<file path="config.mk">
export PLATFORM = sky130hd
export DESIGN_NAME = pipe_ctrl
export DESIGN_NICKNAME = d
export VERILOG_FILES = /design/src/rtl/pipe_ctrl_pkg.sv /design/src/rtl/pipe_ctrl_perf.sv /design/src/rtl/pipe_ctrl.sv
export SDC_FILE = /design/constraint.sdc
export NUM_CORES = 1
export LEC_CHECK = 0
export ABC_AREA = 0
export CORE_UTILIZATION = 25
export DETAILED_ROUTE_END_ITERATION = 10
export GPL_TIMING_DRIVEN = 1
export PLACE_DENSITY = 0.81
export SYNTH_ARGS = -nofsm -noshare
export SYNTH_HDL_FRONTEND = slang
export SYNTH_SLANG_ARGS = --single-unit
</file>
<file path="constraint.sdc">
create_clock -name clk -period 0.9 [get_ports clk]
set_input_delay 0.135 -clock clk [delete_from_list [all_inputs] [get_ports clk]]
set_output_delay 0.135 -clock clk [all_outputs]
set_load 0.01 [all_outputs]
</file>
<file path="src/rtl/pipe_ctrl_pkg.sv">
// Shared FSM type and default parameter values for the pipeline controller.
package pipes;

   typedef enum logic {
      S_RUN   = 1'b0,
      S_MWAIT = 1'b1
   } pipe_state_t;

   localparam int NSTAGE_DEF    = 5;
   localparam int HAZ_STAGE_DEF = 1;
   localparam int RED_STAGE_DEF = 2;
   localparam int CNT_W_DEF     = 64;

endpackage

</file>
<file path="src/rtl/pipe_ctrl_perf.sv">
// Performance counters for pipe_ctrl; the module only exists when
// PIPE_CTRL_PERF_EN is defined.
`ifdef PIPE_CTRL_PERF_EN
module pipe_perf
   import pipes::*;
#(
   parameter int CNT_W = CNT_W_DEF
) (
   input  logic             clk,
   input  logic             reset,
   input  logic             commit,
   input  logic             stall,
   output logic [CNT_W-1:0] cycle_cnt,
   output logic [CNT_W-1:0] instret_cnt,
   output logic [CNT_W-1:0] stall_cnt
);

   // All three counters wrap naturally at 2^CNT_W.
   always_ff @(posedge clk) begin
      if (reset) begin
         cycle_cnt   <= '0;
         instret_cnt <= '0;
         stall_cnt   <= '0;
      end else begin
         cycle_cnt <= cycle_cnt + CNT_W'(1);
         if (commit) instret_cnt <= instret_cnt + CNT_W'(1);
         if (stall)  stall_cnt   <= stall_cnt + CNT_W'(1);
      end
   end

endmodule
`endif

</file>
<file path="src/rtl/pipe_ctrl.sv">
// In-order pipeline stall/flush controller. Define PIPE_CTRL_PERF_EN to
// build the cycle/instret/stall counters; otherwise they read as zero.
module pipe_ctrl
   import pipes::*;
#(
   parameter int NSTAGE    = NSTAGE_DEF,
   parameter int HAZ_STAGE = HAZ_STAGE_DEF,
   parameter int RED_STAGE = RED_STAGE_DEF,
   parameter int CNT_W     = CNT_W_DEF
) (
   input  logic              clk,
   input  logic              reset,
   input  logic              imem_ok,
   input  logic              dmem_busy,
   input  logic              redirect,
   input  logic              load_use,
   output logic              pc_en,
   output logic              pc_sel_red,
   output logic [NSTAGE-1:0] stage_en,
   output logic [NSTAGE-1:0] stage_valid,
   output logic              commit,
   output logic [CNT_W-1:0]  cycle_cnt,
   output logic [CNT_W-1:0]  instret_cnt,
   output logic [CNT_W-1:0]  stall_cnt
);

   pipe_state_t       state, state_nxt;
   logic              red_pend;
   logic              red_now;
   logic [NSTAGE-1:0] kill;
   logic [NSTAGE-1:0] shifted;
   logic [NSTAGE-1:0] valid_nxt;

   // NOTE: sequential state uses non-blocking assignments so every flop
   // samples the pre-edge values regardless of block ordering.
   always_ff @(posedge clk) begin
      if (reset) state <= S_RUN;
      else       state <= state_nxt;
   end

   always_comb begin
      state_nxt = state;
      case (state)
         S_RUN:   if (dmem_busy)  state_nxt = S_MWAIT;
         S_MWAIT: if (!dmem_busy) state_nxt = S_RUN;
         default: state_nxt = S_RUN;
      endcase
   end

   // A redirect seen while busy is parked until the memory stall ends.
   always_ff @(posedge clk) begin
      if (reset) red_pend <= 1'b0;
      else       red_pend <= dmem_busy ? (red_pend | redirect) : 1'b0;
   end

   // NOTE: every output of this block gets a default first, so no path
   // through the priority chain can leave a latch behind.
   always_comb begin
      red_now    = redirect;
      pc_en      = 1'b0;
      pc_sel_red = 1'b0;
      stage_en   = '0;
      kill       = '0;
      case (state)
         S_RUN:   red_now = redirect;
         S_MWAIT: red_now = redirect | red_pend;
         default: red_now = redirect;
      endcase
      if (reset || dmem_busy) begin
         pc_en = 1'b0;
      end else if (red_now) begin
         pc_en      = 1'b1;
         pc_sel_red = 1'b1;
         stage_en   = '1;
         for (int i = 0; i < NSTAGE; i++) begin
            if (i < RED_STAGE) kill[i] = 1'b1;
         end
      end else if (load_use) begin
         for (int i = 0; i < NSTAGE; i++) begin
            stage_en[i] = (i > HAZ_STAGE);
         end
         kill[HAZ_STAGE+1] = 1'b1;
      end else if (!imem_ok) begin
         stage_en = '1;
         kill[0]  = 1'b1;
      end else begin
         pc_en    = 1'b1;
         stage_en = '1;
      end
   end

   // The fetch register always sees a valid instruction; bubbles come from kill.
   assign shifted   = {stage_valid[NSTAGE-2:0], 1'b1};
   assign valid_nxt = (stage_en & shifted & ~kill) | (~stage_en & stage_valid);

   always_ff @(posedge clk) begin
      if (reset) stage_valid <= '0;
      else       stage_valid <= valid_nxt;
   end

   assign commit = stage_valid[NSTAGE-1] & stage_en[NSTAGE-1];

`ifdef PIPE_CTRL_PERF_EN
   logic stall;
   assign stall = (state == S_MWAIT) | (!dmem_busy & !red_now & load_use);

   pipe_perf #(
      .CNT_W(CNT_W)
   ) u_perf (
      .clk        (clk),
      .reset      (reset),
      .commit     (commit),
      .stall      (stall),
      .cycle_cnt  (cycle_cnt),
      .instret_cnt(instret_cnt),
      .stall_cnt  (stall_cnt)
   );
`else
   assign cycle_cnt   = '0;
   assign instret_cnt = '0;
   assign stall_cnt   = '0;
`endif

endmodule
</file>
==> metrics.txt <==
Post-Synth Simple-Gate Area a little under 4%; final core occ between 20 and 25%; Final Slew Violations 0; Site Rows 30; Die ar. 7520 um^2; outcome finished with violations; horizontal die dimension a little under 90 um; clock buffer depth 2; cell area after layout between 1500 and 2000 um^2; Nets 268; DR pass1 iterations 4; Synth Area per Inst just under 8 um^2; dpl cells between 300 and 400; Worst EP required 1040 ps; Synth Register Bits 7; Worst Setup End Kind register; Setup CP Type reg -> reg; initial antenna violation count 0; Core Area about 6900 um^2; Distinct cells, synth 22; P&R area growth vs syn -16.2%; Arr. time, crit path approximately 1300 ps; adder-cell share of the synthesized area 0%; area of the multi-input gates 907 um^2; post-synth top area share between 80% and 90%; Synth Area in Compound Gates 4.81%; layout cells sized above 1 roughly 16%; number of synthesized flops with an enable pin 0; Post-Synth XOR/XNOR Area 0%; Fmax achieved around 0.83 GHz; async set-reset flop share out of synthesis 0%; commonest cells in the netlist 195 x buf_4, 7 x dfxtp_1; total power between 0.001 and 0.0015 W; Tcrit/Tclk final 133%; Boundary Pins approximately 210; initial DRC count 18; CTS sink count 7; met2 WL post-DR 1100 um; peak fanout along the critical path 4; hpwl dp between 1500 and 2000 um; IR drop worst, VDD around 0.00031 V; failing checks setup timing; Residual DRC 0; largest family of logic cells by synthesized area buffers and inverters; Final min period roughly 1200 ps; GRT Total Usage about 3.8%; Post-Syn Instances between 200 and 250; Final Setup Violations 8; hold_buf cts 0; Die Y about 87 um; Final Hold Fails 0; total CTS buffers 3; Yosys top cell by area buf_4; Initial Util 26.1%; Mapped Area approximately 1800 um^2; CTS tree yes; largest net degree at the start of global routing 8; Hold Crit Class in -> reg; mux share of post-synthesis cell area under 10%; wire per inst 5.47 um; Root Buffer clkbuf_8; met3 wire len between 300 and 400 um; DRT Wirelength around 2000 um; Placement Setup Slack -839 ps; top_reg_cell synth dfxtp_1; Layout Cells excl Fill between 300 and 400; Antenna Violating Nets Remaining 0; Yosys warning count 0; Top Metal Used met4; Worst Skew 7.36 ps; Leak Pwr 0.950 nW; most instantiated library cell after synthesis buf_4; top cells by area, synth buf_4 82%, dfxtp_1 7.8%, mux2i_1 1.1%; RSZ-0062 raised after global routing true; DR vias/cell roughly 2.4; total grt overflow 0; RePlAce Congestion 0.701; first-pass GRT wire length around 2100 um; final worst-path setup slack -298 ps; detailed-route via count 866; port buffer count 18; Worst Setup Start Kind register; Seq. cell area 144 um^2; PwrDens just under 900 nW/um^2; post-synthesis sequential area ratio 7.81%; wl on met1 482 um; vias in the first global route 433; max-cap violations 0; Cell Area, Placed about 1400 um^2; H-tree depth 1; Clk Latency, worst-skew pair 230 ps; Layout fillers around 790; clock transition at the registers of the reported paths around 40 ps; ANT cells 0
## critical path, stage by stage, from the launching register on
cell	delay (ps)
dfxtp_2	320
a21oi_4	200
buf_6	130
a21boi_4	50
buf_4	130
buf_6	110
o31ai_4	160
## repair_timing
item / 4_1_cts / 5_1_grt
resized for setup: 75 / 2
endpoints found under the setup margin: 19 / 10
setup buffers: 8 / 1
gates cloned: 0 / 0
endpoints found under the hold margin: 0 / 0
pin swaps: 4 / 4
## placed cells by master, fill, tap and decap left out, drive strengths merged
| master | Yosys | final |
|---|---|---|
| conb | 1 | 192 |
| buf | 196 | 32 |
| dfxtp | 7 | 7 |
| clkbuf | 0 | 3 |
| nor2 | 3 | 3 |
| a21oi | 3 | 3 |
| nand2b | 2 | 2 |
| mux2i | 2 | 2 |
| nand4b | 2 | 2 |
| clkdlybuf4s50 | 0 | 2 |
| a21boi | 2 | 2 |
| nor3 | 1 | 1 |
| and2 | 1 | 1 |
| nand2 | 1 | 1 |
| inv | 1 | 1 |
| a211o | 1 | 1 |
| o31ai | 1 | 1 |
| o21ai | 1 | 1 |
| and2b | 1 | 1 |
| o21a | 1 | 1 |
| clkinv | 0 | 1 |
| dlygate4sd2 | 0 | 1 |
## routing by layer
layer / vias to the layer above / GRT usage (%)
met4: 0 / 1.36
met1: 370 / 3.43
met5: - / 0
met2: 118 / 6.85
met3: 2 / 2.48
li1: 376 / -
## power breakdown
part	internal (W)	switching, W	leakage [nW]
combinational	0.000108	0.000437	0.866
sequential	0.000318	0.00000481	0.0580
clock	0.000300	0.000143	0.0255
total	0.000727	0.000585	0.950
## through the flow
stage          TNS, ps  hold slack (ps)
6_report         -1700              267
5_1_grt          -2180              271
3_5_place_dp     -9150              466
4_1_cts          -1640              245
2_1_floorplan    -40.1              204
3_3_place_gp     -8880              461
## path summary, 6_finish.rpt
check | endpoint | depth (start not counted) | slack, ps | start
setup / recovery | stage_valid[1]$_SDFF_PP0_ | 6 | -300 | state$_SDFF_PP0_
hold reg to reg | stage_valid[2]$_SDFF_PP0_ | 2 | 470 | stage_valid[2]$_SDFF_PP0_
hold / removal | register | 3 | 270 | reset
setup reg to reg | stage_valid[1]$_SDFF_PP0_ | 6 | -300 | state$_SDFF_PP0_
## cell families (layout without fill, tap and decap cells)
family	count (synthesis)	after routing
other	1	192
AO/OA/AOI/OAI	9	9
buffers and inverters	197	40
AND/OR/NAND/NOR	11	11
multiplexers	2	2
flip-flops	7	7
## layout make-up
cell class | count | area share [%]
clock buffer | 3 | 2.75
clock inverter | 1 | 0.333
inverter | 1 | 0.250
multi-input combinational | 214 | 60.4
sequential | 7 | 9.58
tap | 96 | 7.99
timing repair buffer | 35 | 18.7
(Power assumes the default switching activity.)
